## src/rtl/tilt_cmd_ctrl_if.sv

```systemverilog
// tilt_cmd_if: bundle of the tilt command generator's control/sample inputs and
// command/status outputs. Clock and reset stay outside the bundle.
//   master : drives ctrlClk/en/manual/samples, observes Rx/Ry/cmdValid/mode/slewing/sat
//   slave  : the tilt_cmd_ctrl side
interface tilt_cmd_if #(
  parameter int IN_W  = 12,
  parameter int OUT_W = 13
);
  logic                    ctrlClk;
  logic                    en;
  logic                    manual;
  logic [IN_W-1:0]         x_joy;
  logic [IN_W-1:0]         y_joy;
  logic [IN_W-1:0]         x_fb;
  logic [IN_W-1:0]         y_fb;
  logic signed [OUT_W-1:0] Rx;
  logic signed [OUT_W-1:0] Ry;
  logic                    cmdValid;
  logic [1:0]              mode;
  logic                    slewing;
  logic [1:0]              sat;

  modport master (
    output ctrlClk, en, manual, x_joy, y_joy, x_fb, y_fb,
    input  Rx, Ry, cmdValid, mode, slewing, sat
  );

  modport slave (
    input  ctrlClk, en, manual, x_joy, y_joy, x_fb, y_fb,
    output Rx, Ry, cmdValid, mode, slewing, sat
  );
endinterface

```

## src/rtl/tilt_cmd_ctrl.sv

```systemverilog
// tilt_cmd_ctrl: two-axis plate tilt command generator. Picks joystick or
// feedback samples, maps them to signed tilt, saturates to +/-LIMIT and
// slew-limits the Rx/Ry commands by SLEW per control tick. A mode FSM handles
// enable, parking the plate level and bumpless source switching.
// Ports:
//   sysClk    system clock, everything on posedge
//   sysRst_n  synchronous active-low reset
//   bus       tilt_cmd_if.slave: ctrlClk strobe, en, manual, x/y joy+fb samples
//             in; Rx, Ry, cmdValid, mode, slewing, sat out
// Pipeline: stage 1 on a strobe edge computes clamped targets and steps the
// FSM; stage 2 on the following edge applies the slew-limited update.
//
// state    | meaning
// ---------+-------------------------------------------------------------
// IDLE     | plate inactive, no updates issued
// MANUAL   | tracking joystick samples
// FEEDBACK | tracking feedback samples
// PARK     | ramping both axes to 0, returns to IDLE once level
module tilt_cmd_ctrl #(
  parameter int IN_W   = 12,
  parameter int OUT_W  = 13,
  parameter int GAIN   = 682,
  parameter int GAIN_W = 11,
  parameter int LIMIT  = 300,
  parameter int SLEW   = 32
) (
  input  logic       sysClk,
  input  logic       sysRst_n,
  tilt_cmd_if.slave  bus
);

  localparam int PROD_W = IN_W + GAIN_W;
  localparam int T_W    = OUT_W + 1;

  localparam logic signed [T_W-1:0] HALF   = T_W'(GAIN >> 1);
  localparam logic signed [T_W-1:0] LIM_P  = T_W'(LIMIT);
  localparam logic signed [T_W-1:0] LIM_N  = T_W'(-LIMIT);
  localparam logic signed [T_W-1:0] SLEW_P = T_W'(SLEW);
  localparam logic signed [T_W-1:0] SLEW_N = T_W'(-SLEW);

  typedef enum logic [1:0] {
    IDLE     = 2'd0,
    MANUAL   = 2'd1,
    FEEDBACK = 2'd2,
    PARK     = 2'd3
  } mode_t;

  mode_t state_q, state_d;

  logic signed [T_W-1:0]   tgt_x_q, tgt_y_q;
  logic signed [T_W-1:0]   tgt_x_d, tgt_y_d;
  logic [1:0]              sat_q, sat_d;
  logic                    s2_vld_q;
  logic                    s1_fire;

  logic signed [OUT_W-1:0] rx_q, ry_q;
  logic signed [OUT_W-1:0] rx_nxt, ry_nxt;
  logic                    valid_q;
  logic                    slewing_q;
  logic                    clip_x, clip_y;
  logic                    park_done;

  logic [IN_W-1:0]         src_x, src_y;
  logic signed [T_W-1:0]   map_a, map_b;
  logic signed [T_W-1:0]   raw_x, raw_y;
  logic signed [T_W-1:0]   dx, dy;

  // Unsigned product, shift back to the gain range, then re-centre around 0.
  function automatic logic signed [T_W-1:0] map_s(input logic [IN_W-1:0] s);
    logic [PROD_W-1:0] prod;
    prod = PROD_W'(s) * PROD_W'(GAIN);
    return $signed(T_W'(prod >> IN_W)) - HALF;
  endfunction

  function automatic logic signed [T_W-1:0] lim(input logic signed [T_W-1:0] v);
    if (v > LIM_P) return LIM_P;
    if (v < LIM_N) return LIM_N;
    return v;
  endfunction

  // Stage 2 arithmetic: step toward target by at most SLEW.
  always_comb begin
    dx     = tgt_x_q - T_W'(rx_q);
    dy     = tgt_y_q - T_W'(ry_q);
    clip_x = 1'b0;
    clip_y = 1'b0;
    if (SLEW > 0) begin
      if (dx > SLEW_P) begin
        dx     = SLEW_P;
        clip_x = 1'b1;
      end else if (dx < SLEW_N) begin
        dx     = SLEW_N;
        clip_x = 1'b1;
      end
      if (dy > SLEW_P) begin
        dy     = SLEW_P;
        clip_y = 1'b1;
      end else if (dy < SLEW_N) begin
        dy     = SLEW_N;
        clip_y = 1'b1;
      end
    end
    rx_nxt = OUT_W'(T_W'(rx_q) + dx);
    ry_nxt = OUT_W'(T_W'(ry_q) + dy);
  end

  // With back-to-back strobes the previous update lands on the same edge, so
  // judge "level" on the value the plate is about to hold.
  always_comb begin
    if (s2_vld_q) park_done = (rx_nxt == '0) && (ry_nxt == '0);
    else          park_done = (rx_q == '0) && (ry_q == '0);
  end

  always_ff @(posedge sysClk) begin
    if (!sysRst_n) state_q <= IDLE;
    else           state_q <= state_d;
  end

  always_comb begin
    state_d = state_q;
    if (bus.ctrlClk) begin
      case (state_q)
        IDLE: begin
          if (bus.en) state_d = bus.manual ? MANUAL : FEEDBACK;
        end
        MANUAL, FEEDBACK: begin
          if (!bus.en) state_d = PARK;
          else         state_d = bus.manual ? MANUAL : FEEDBACK;
        end
        PARK: begin
          if (bus.en)         state_d = bus.manual ? MANUAL : FEEDBACK;
          else if (park_done) state_d = IDLE;
        end
        default: state_d = IDLE;
      endcase
    end
  end

  // Stage 1: targets follow the state being entered, so the strobe that
  // leaves IDLE already produces a tracking update.
  always_comb begin
    src_x = bus.x_fb;
    src_y = bus.y_fb;
    if (state_d == MANUAL) begin
      src_x = bus.x_joy;
      src_y = bus.y_joy;
    end
    map_a = map_s(src_x);
    map_b = map_s(src_y);
    raw_x = '0;
    raw_y = '0;
    if ((state_d == MANUAL) || (state_d == FEEDBACK)) begin
      raw_y = map_a;
      raw_x = -map_b;
    end
    tgt_x_d = lim(raw_x);
    tgt_y_d = lim(raw_y);
    sat_d   = {(raw_x > LIM_P) || (raw_x < LIM_N),
               (raw_y > LIM_P) || (raw_y < LIM_N)};
    s1_fire = bus.ctrlClk && (state_d != IDLE);
  end

  always_ff @(posedge sysClk) begin
    if (!sysRst_n) begin
      tgt_x_q  <= '0;
      tgt_y_q  <= '0;
      sat_q    <= '0;
      s2_vld_q <= 1'b0;
    end else begin
      s2_vld_q <= s1_fire;
      if (s1_fire) begin
        tgt_x_q <= tgt_x_d;
        tgt_y_q <= tgt_y_d;
        sat_q   <= sat_d;
      end
    end
  end

  always_ff @(posedge sysClk) begin
    if (!sysRst_n) begin
      rx_q      <= '0;
      ry_q      <= '0;
      valid_q   <= 1'b0;
      slewing_q <= 1'b0;
    end else begin
      valid_q <= s2_vld_q;
      if (s2_vld_q) begin
        rx_q      <= rx_nxt;
        ry_q      <= ry_nxt;
        slewing_q <= clip_x || clip_y;
      end
    end
  end

  assign bus.Rx       = rx_q;
  assign bus.Ry       = ry_q;
  assign bus.cmdValid = valid_q;
  assign bus.mode     = state_q;
  assign bus.slewing  = slewing_q;
  assign bus.sat      = sat_q;

endmodule
```

## src/flat_wrapper.sv

```systemverilog
// flat-port wrapper written by rule: the top's interface ports become plain ports
module tilt_cmd_ctrl_flat 
#(
  parameter int IN_W   = 12,
  parameter int OUT_W  = 13,
  parameter int GAIN   = 682,
  parameter int GAIN_W = 11,
  parameter int LIMIT  = 300,
  parameter int SLEW   = 32
)
  (sysClk, sysRst_n, bus_ctrlClk, bus_en, bus_manual, bus_x_joy, bus_y_joy, bus_x_fb, bus_y_fb, bus_Rx, bus_Ry, bus_cmdValid, bus_mode, bus_slewing, bus_sat);
  tilt_cmd_if #(.IN_W(IN_W), .OUT_W(OUT_W)) bus_i ();
  input  logic sysClk;
  input  logic sysRst_n;
  input wire logic [$bits(bus_i.ctrlClk)-1:0] bus_ctrlClk;
  input wire logic [$bits(bus_i.en)-1:0] bus_en;
  input wire logic [$bits(bus_i.manual)-1:0] bus_manual;
  input wire logic [$bits(bus_i.x_joy)-1:0] bus_x_joy;
  input wire logic [$bits(bus_i.y_joy)-1:0] bus_y_joy;
  input wire logic [$bits(bus_i.x_fb)-1:0] bus_x_fb;
  input wire logic [$bits(bus_i.y_fb)-1:0] bus_y_fb;
  output wire logic [$bits(bus_i.Rx)-1:0] bus_Rx;
  output wire logic [$bits(bus_i.Ry)-1:0] bus_Ry;
  output wire logic [$bits(bus_i.cmdValid)-1:0] bus_cmdValid;
  output wire logic [$bits(bus_i.mode)-1:0] bus_mode;
  output wire logic [$bits(bus_i.slewing)-1:0] bus_slewing;
  output wire logic [$bits(bus_i.sat)-1:0] bus_sat;
  assign bus_i.ctrlClk = bus_ctrlClk;
  assign bus_i.en = bus_en;
  assign bus_i.manual = bus_manual;
  assign bus_i.x_joy = bus_x_joy;
  assign bus_i.y_joy = bus_y_joy;
  assign bus_i.x_fb = bus_x_fb;
  assign bus_i.y_fb = bus_y_fb;
  assign bus_Rx = bus_i.Rx;
  assign bus_Ry = bus_i.Ry;
  assign bus_cmdValid = bus_i.cmdValid;
  assign bus_mode = bus_i.mode;
  assign bus_slewing = bus_i.slewing;
  assign bus_sat = bus_i.sat;
  tilt_cmd_ctrl #(.IN_W(IN_W), .OUT_W(OUT_W), .GAIN(GAIN), .GAIN_W(GAIN_W), .LIMIT(LIMIT), .SLEW(SLEW)) u_core (.sysClk(sysClk), .sysRst_n(sysRst_n), .bus(bus_i));
endmodule
```

## config.mk

```make
export PLATFORM = sky130hd
export DESIGN_NAME = tilt_cmd_ctrl_flat
export DESIGN_NICKNAME = d
export VERILOG_FILES = /design/src/rtl/tilt_cmd_ctrl_if.sv /design/src/rtl/tilt_cmd_ctrl.sv /design/src/flat_wrapper.sv
export SDC_FILE = /design/constraint.sdc
export NUM_CORES = 1
export LEC_CHECK = 0
export BUFFER_PORTS_ARGS = -buffer_cell sky130_fd_sc_hd__buf_2
export CORE_MARGIN = 3
export CORE_UTILIZATION = 40
export CTS_BUF_LIST = sky130_fd_sc_hd__clkbuf_16
export DETAILED_ROUTE_END_ITERATION = 6
export GPL_TIMING_DRIVEN = 1
export SLEW_MARGIN = 5
export SYNTH_ARGS = -nofsm -noshare
export SYNTH_HDL_FRONTEND = slang
export SYNTH_SLANG_ARGS = --single-unit
```

## constraint.sdc

```tcl
create_clock -name sysClk -period 36.6 [get_ports sysClk]
set_input_delay 1.83 -clock sysClk [delete_from_list [all_inputs] [get_ports sysClk]]
set_output_delay 1.83 -clock sysClk [all_outputs]
set_load 0.02 [all_outputs]
```

Yosys cells after proc, flatten, opt, wreduce, memory -nomap -nowiden
Cells that the tools add are included.
{"block": "word_totals", "ff_bits": 61, "input_bits": 53, "output_inout_bits": 32, "wordCells": 79}
{"block": "classes", "add_sub_neg": 7, "multipliers": 2, "n_lt_le_gt_ge": 8, "eq_ne": 5, "muxes": 34, "reduce_logical": 14}
{"op": "$mux 14", "count": 10}
{"op": "$logic_not 13->1", "count": 4}
{"op": "$mux 13", "count": 4}
{"op": "$mul 12x9->21 const B", "count": 2}
{"op": "$gt 14x10->1 const B", "count": 2}
{"op": "$gt 14x7->1 const B", "count": 2}
{"op": "$lt 14x10->1 const B", "count": 2}
{"op": "$lt 14x6->1 const B", "count": 2}
{"op": "$sub 14x13->14", "count": 2}
{"op": "$add 13x13->13", "count": 2}
{"op": "$mux 12", "count": 2}
{"op": "$sub 10x9->11 const B", "count": 2}
{"op": "$neg 14->14", "count": 1}
{"op": "$mux 2", "count": 6}
{"op": "$mux 1", "count": 11}
{"op": "$eq 2x2->1 const B", "count": 3}
{"op": "$pmux 2 s3", "count": 1}
{"op": "$eq 2x1->1 const B", "count": 2}
{"op": "$logic_or 1x1->1", "count": 4}
{"op": "$logic_and 1x1->1", "count": 3}
{"op": "$logic_not 2->1", "count": 1}
{"op": "$reduce_bool 2->1", "count": 1}
{"op": "$reduce_or 2->1", "count": 1}

Depth between registers and ports, before layout
{"block": "logic_depth", "ltp_word": 23, "depth_mapped": 63, "depth_no_buf": 61}

Worst setup path before layout
Ideal clock, no wire load.
{"block": "synth_timing", "path_type": "register to register", "start": "register u_core.rx_q[1], in the netlist u_core.bus.Rx[1]", "end": "register u_core.tgt_x_q[4]", "setup_ns": 0.117, "t_arrival_ns": 12.990, "required_time_ns": 36.483, "path_slack_ns": 23.493, "path_stages_with_launch": 59, "path_buffers": 2, "period_less_slack_ns": 13.107, "path_cell_list": "dfxtp_1 inv_1 ha_1 nor2b_1 o21ai_0 a21boi_0 o21ai_0 a21boi_0 o31ai_1 o211ai_1 a21oi_2 xnor3_1 nor3b_1 a31oi_1 or2_2 fa_1 nor2b_1 o21ai_0 [23 not listed] a21o_1 a21o_1 a221oi_1 and2_1 inv_1 ha_1 a31oi_2 nor3_1 or4b_4 a21oi_2 a21boi_2 xnor2_1 and2_4 o21ai_0 ha_1 inv_1 o21ai_0 a32o_1"}
{"block": "synth_via", "elab_chain_cells": 23, "word_cells_on_any_way": 33, "cone_classes": "add/sub (4); mul (1); order compare (4); eq/ne (2); mux (15); reduce/logical (7)"}
{"element": "start: declaration", "line": "tilt_cmd_ctrl.sv:56", "text": "logic signed [OUT_W-1:0] rx_q, ry_q;"}
{"element": "start signal: assignment", "line": "tilt_cmd_ctrl.sv:188", "text": "rx_q <= rx_nxt;"}
{"element": "$sub 14x13->14", "line": "tilt_cmd_ctrl.sv:83", "text": "dx = tgt_x_q - T_W'(rx_q);"}
{"element": "$lt 14x6->1", "line": "tilt_cmd_ctrl.sv:91", "text": "end else if (dx < SLEW_N) begin"}
{"element": "$mux 13", "line": "tilt_cmd_ctrl.sv:91"}
{"element": "$mux 13", "line": "tilt_cmd_ctrl.sv:88", "text": "if (dx > SLEW_P) begin"}
{"element": "$add 13x13->13", "line": "tilt_cmd_ctrl.sv:103", "text": "rx_nxt = OUT_W'(T_W'(rx_q) + dx);"}
{"element": "$logic_not 13->1", "line": "tilt_cmd_ctrl.sv:110", "text": "if (s2_vld_q) park_done = (rx_nxt == '0) && (ry_nxt == '0);"}
{"element": "$logic_and 1x1->1", "line": "tilt_cmd_ctrl.sv:110"}
{"element": "$mux 1 (*)", "line": "tilt_cmd_ctrl.sv:110"}
{"element": "[6 not listed]"}
{"element": "$mul 12x9->21", "line": "tilt_cmd_ctrl.sv:71", "text": "prod = PROD_W'(s) * PROD_W'(GAIN);"}
{"element": "$sub 10x9->11", "line": "tilt_cmd_ctrl.sv:72", "text": "return $signed(T_W'(prod >> IN_W)) - HALF;"}
{"element": "$neg 14->14", "line": "tilt_cmd_ctrl.sv:154", "text": "raw_x = -map_b;"}
{"element": "$mux 14", "line": "tilt_cmd_ctrl.sv:152", "text": "if ((state_d == MANUAL) || (state_d == FEEDBACK)) begin"}
{"element": "$lt 14x10->1", "line": "tilt_cmd_ctrl.sv:77", "text": "if (v < LIM_N) return LIM_N;"}
{"element": "$mux 1 (2 in a row)", "line": "tilt_cmd_ctrl.sv:77"}
{"element": "$mux 14", "line": "tilt_cmd_ctrl.sv:78", "text": "return v;"}
{"element": "$mux 14", "line": "tilt_cmd_ctrl.sv:77"}
{"element": "end signal: assignment", "line": "tilt_cmd_ctrl.sv:172", "text": "tgt_x_q <= tgt_x_d;"}
{"element": "end: declaration", "line": "tilt_cmd_ctrl.sv:50", "text": "logic signed [T_W-1:0] tgt_x_q, tgt_y_q;"}
Mark *: on every way between the ends. The rest lies on a longest branch, timed or not. The select of a mux whose other input is x is not followed.
A chain may end at the register's enable or synchronous reset.

Final worst setup path
{"block": "layout_timing", "start": "register u_core.rx_q[1], in the netlist u_core.bus.Rx[1]", "end": "register u_core.tgt_x_q[9]"}
Same word-level chain as after synthesis.

==> qor.txt <==
Worst-path clk slew - 0.06 ns
P&R area growth vs syn - 10.24%
Worst Tran Pin Value - 1.160 ns
Max FO, Critical Path - 24
launching element type of the critical path - flip-flop
Inserted Diodes - 0
Setup CP Type - reg -> reg
Final setup viols - 0
worst reg2reg path depth - 58
Hold WC Path Type - reg -> reg
DPL Wire Length - 19740 µm
fin. max-slew vios - 0
layout cell share with drive strength beyond 1 - 0.1346
routability cong. - 0.8497
DRC viols - 0
post-CTS setup buffers - 0
Final Skew - 0.008572 ns
Worst R2R Start - u_core.bus.Rx[1]$_SDFFE_PN0P_
Post-Route WL - 23550 µm
ys async rst share - 0
hold depth - 2
post-layout net count - 1513
number of global-route vias before repair - 8275
Sink Count - 58
first-pass GRT wire length - 39920 µm
total CTS buffers - 9
chip height - 163.1 µm
CTS hold repair buffers - 0
unrepaired setup endpoints after global routing - false
most frequent CP cell - inv_1
Avg Cell Area, Syn - 8.353 µm²
row count - 56
H-tree depth - 3
drt pass-1 iters - 5
number of flops mapped to enable cells by yosys - 0
Max-slew headroom - 0.2266
Starting DRT DRC Count - 358
Post-Syn Nets - 1444
GRT Util Overall - 0.1801
Reg-to-Reg End - u_core.tgt_x_q[9]$_SDFFE_PN0P_
Critical Path RT - 36.82 ns
Max-cap violations - 0
CTS tree - built
R2R Setup Slk - 21.84 ns
Hold Fails Final Rpt - 0
latest clock arrival within the worst-skew pair - 0.33 ns
yosys warns - 0
CP startpoint - u_core.bus.Rx[1]$_SDFFE_PN0P_
flops & latches, synth - 58
io pins - 85
vias - 8401
initial antenna violation count - 0
CP max-delay cell - ha_1
largest net degree at the start of global routing - 47
crit end category - flip-flop
clock buffer depth - 2
grt total ovfl - 0
Tcrit/Tclk final - 0.4032
port buffer count - 84
area of the core - 23890 µm²
sequential fraction of the synthesis area - 0.1176
Synth cell types - 92
Critical Path Max Stage Delay - 0.99 ns
Cell Area, Synth - 9873 µm²
Post-Syn Instances - 1182
Tmin final - 14.76 ns
arrival time at the worst endpoint - 14.98 ns
Max Freq - 67.77 MHz
post-DR wirelength/cell - 14.95 µm
root buf cell - clkbuf_16
CP endpoint - u_core.tgt_x_q[9]$_SDFFE_PN0P_
Horiz. Die Dim - 163.1 µm
TNS Setup - 0 ns
status - complete, no violations
Main synth FF type - dfxtp_1
DR vias/cell - 5.334
post-CTS sizing - 0
Post-DRT Antenna Nets - 0
Initial Utilization - 0.4132
Die Area - 26600 µm²
[cell usage after synthesis, types with 8 or more instances]
cell,n,area (µm²)
inv_1,175,656.9
ha_1,157,1964
nor2_1,67,251.5
o21ai_0,63,315.3
a21oi_1,62,310.3
dfxtp_1,58,1161
nand2_1,57,214.0
fa_1,52,1041
xnor2_1,43,376.6
nor2b_1,35,219.0
mux2i_1,30,300.3
xor2_1,27,236.5
nor3_1,26,130.1
clkbuf_1,22,82.58
mux2_2,21,236.5
a21o_1,16,120.1
nand3_1,15,75.07
o21a_1,13,97.59
nand2b_1,12,75.07
nor4_1,12,75.07
a31oi_1,11,68.82
a21boi_0,9,67.56
and3_1,9,56.30
and2_1,8,50.05
[logic make-up after synthesis]
family                   Yosys count  synth area share
AO/OA/AOI/OAI                    290            0.2100
flip-flops                        58            0.1176
AND/OR/NAND/NOR                  293            0.1573
buffers and inverters            204           0.07895
multiplexers                      51           0.05437
adder cells (fa/ha/maj)          209            0.3044
XOR/XNOR                          77           0.07743
[sequential cells by signal (all words and copies together) (netlist names)]
name and cells:
u_core.s2_vld_q 1, u_core.bus.Rx 13, u_core.bus.Ry 13, u_core.tgt_x_q 14
u_core.bus.sat 2, u_core.bus.slewing 1, u_core.bus.mode 2, u_core.tgt_y_q 11
u_core.bus.cmdValid 1
[area by class of cell]
type / count / area (µm²)
Inverter: 176 / 660.6
Timing Repair Buffer: 86 / 435.4
Fill cell: 2389 / 13010
Multi-Input combinational cell: 920 / 7933
Clock buffer: 9 / 225.2
Sequential cell: 58 / 1161
Clock inverter: 7 / 70.07
Tap cell: 319 / 399.1
[cell usage in the layout (no fill, tap or decap), types with 7 or more instances in the layout]
cell         n
xor2_1      27
dfxtp_1     58
nor3_1      26
o31ai_1      7
nand2_1     57
mux2_2      21
nor4_1      12
o211a_1      7
a21boi_0     9
o21a_1      13
nand2b_1    12
nor2_1      67
nand3_1     15
nor2b_1     35
xnor2_1     43
clkbuf_16    9
buf_2       84
mux2i_1     30
or2_2        7
and3_1       9
a32o_1       7
ha_1       157
a21o_1      16
a21oi_1     62
inv_1      176
and2_1       8
o21ai_0     63
a31oi_1     11
fa_1        52
[metrics by stage]
stage / utilization / instances / instance area, µm² / hold WS [ns] / worst slack [ns]
2_1_floorplan: - / 1182 / 9873 / 0.4198 / 23.49
3_3_place_gp: 0.4432 / 1559 / 10590 / 0.4435 / 22.08
3_5_place_dp: 0.4432 / 1559 / 10590 / 0.4505 / 21.89
4_1_cts: 0.4555 / 1575 / 10880 / 0.4624 / 21.85
5_1_grt: 0.4555 / 1575 / 10880 / 0.4791 / 20.36
6_report: 0.4555 / 1575 / 10880 / 0.4584 / 21.84
[how the worst min path moves through the flow]
stage / startpoint / end / slack (ns)
CTS: u_core.tgt_y_q[7]$_SDFFE_PN0P_ / u_core.tgt_y_q[7]$_SDFFE_PN0P_ / 0.46
detailed placement: u_core.tgt_y_q[7]$_SDFFE_PN0P_ / u_core.tgt_y_q[7]$_SDFFE_PN0P_ / 0.45
finish: u_core.tgt_y_q[7]$_SDFFE_PN0P_ / u_core.tgt_y_q[7]$_SDFFE_PN0P_ / 0.46
global route: u_core.tgt_y_q[7]$_SDFFE_PN0P_ / u_core.tgt_y_q[7]$_SDFFE_PN0P_ / 0.48
global placement: u_core.tgt_y_q[7]$_SDFFE_PN0P_ / u_core.tgt_y_q[7]$_SDFFE_PN0P_ / 0.44
floorplan: u_core.tgt_y_q[0]$_SDFFE_PN0P_ / u_core.tgt_y_q[0]$_SDFFE_PN0P_ / 0.42
[routing by layer]
layer	part of all wire	global-route usage
met5	0	0
met4	0.014	0.04306
met3	0.037	0.01725
met2	0.46	0.3024
met1	0.49	0.2500
[critical path, delay by kind of cell, from the launching register on]
| family | cells | cell delay (ns) |
|---|---|---|
| AOI/OAI and AO/OA | 22 | 5.44 |
| xor gates and xnor gates | 3 | 0.68 |
| adders and majority gates | 11 | 4.45 |
| buffers and inverters | 8 | 0.64 |
| DFF | 1 | 0.47 |
| muxes | 1 | 0.47 |
| and+or+nand+nor | 13 | 2.49 |
Power is left out: the tool's default activity adds up to more than one toggle a clock period on the data nets, which glitch-free logic cannot reach.
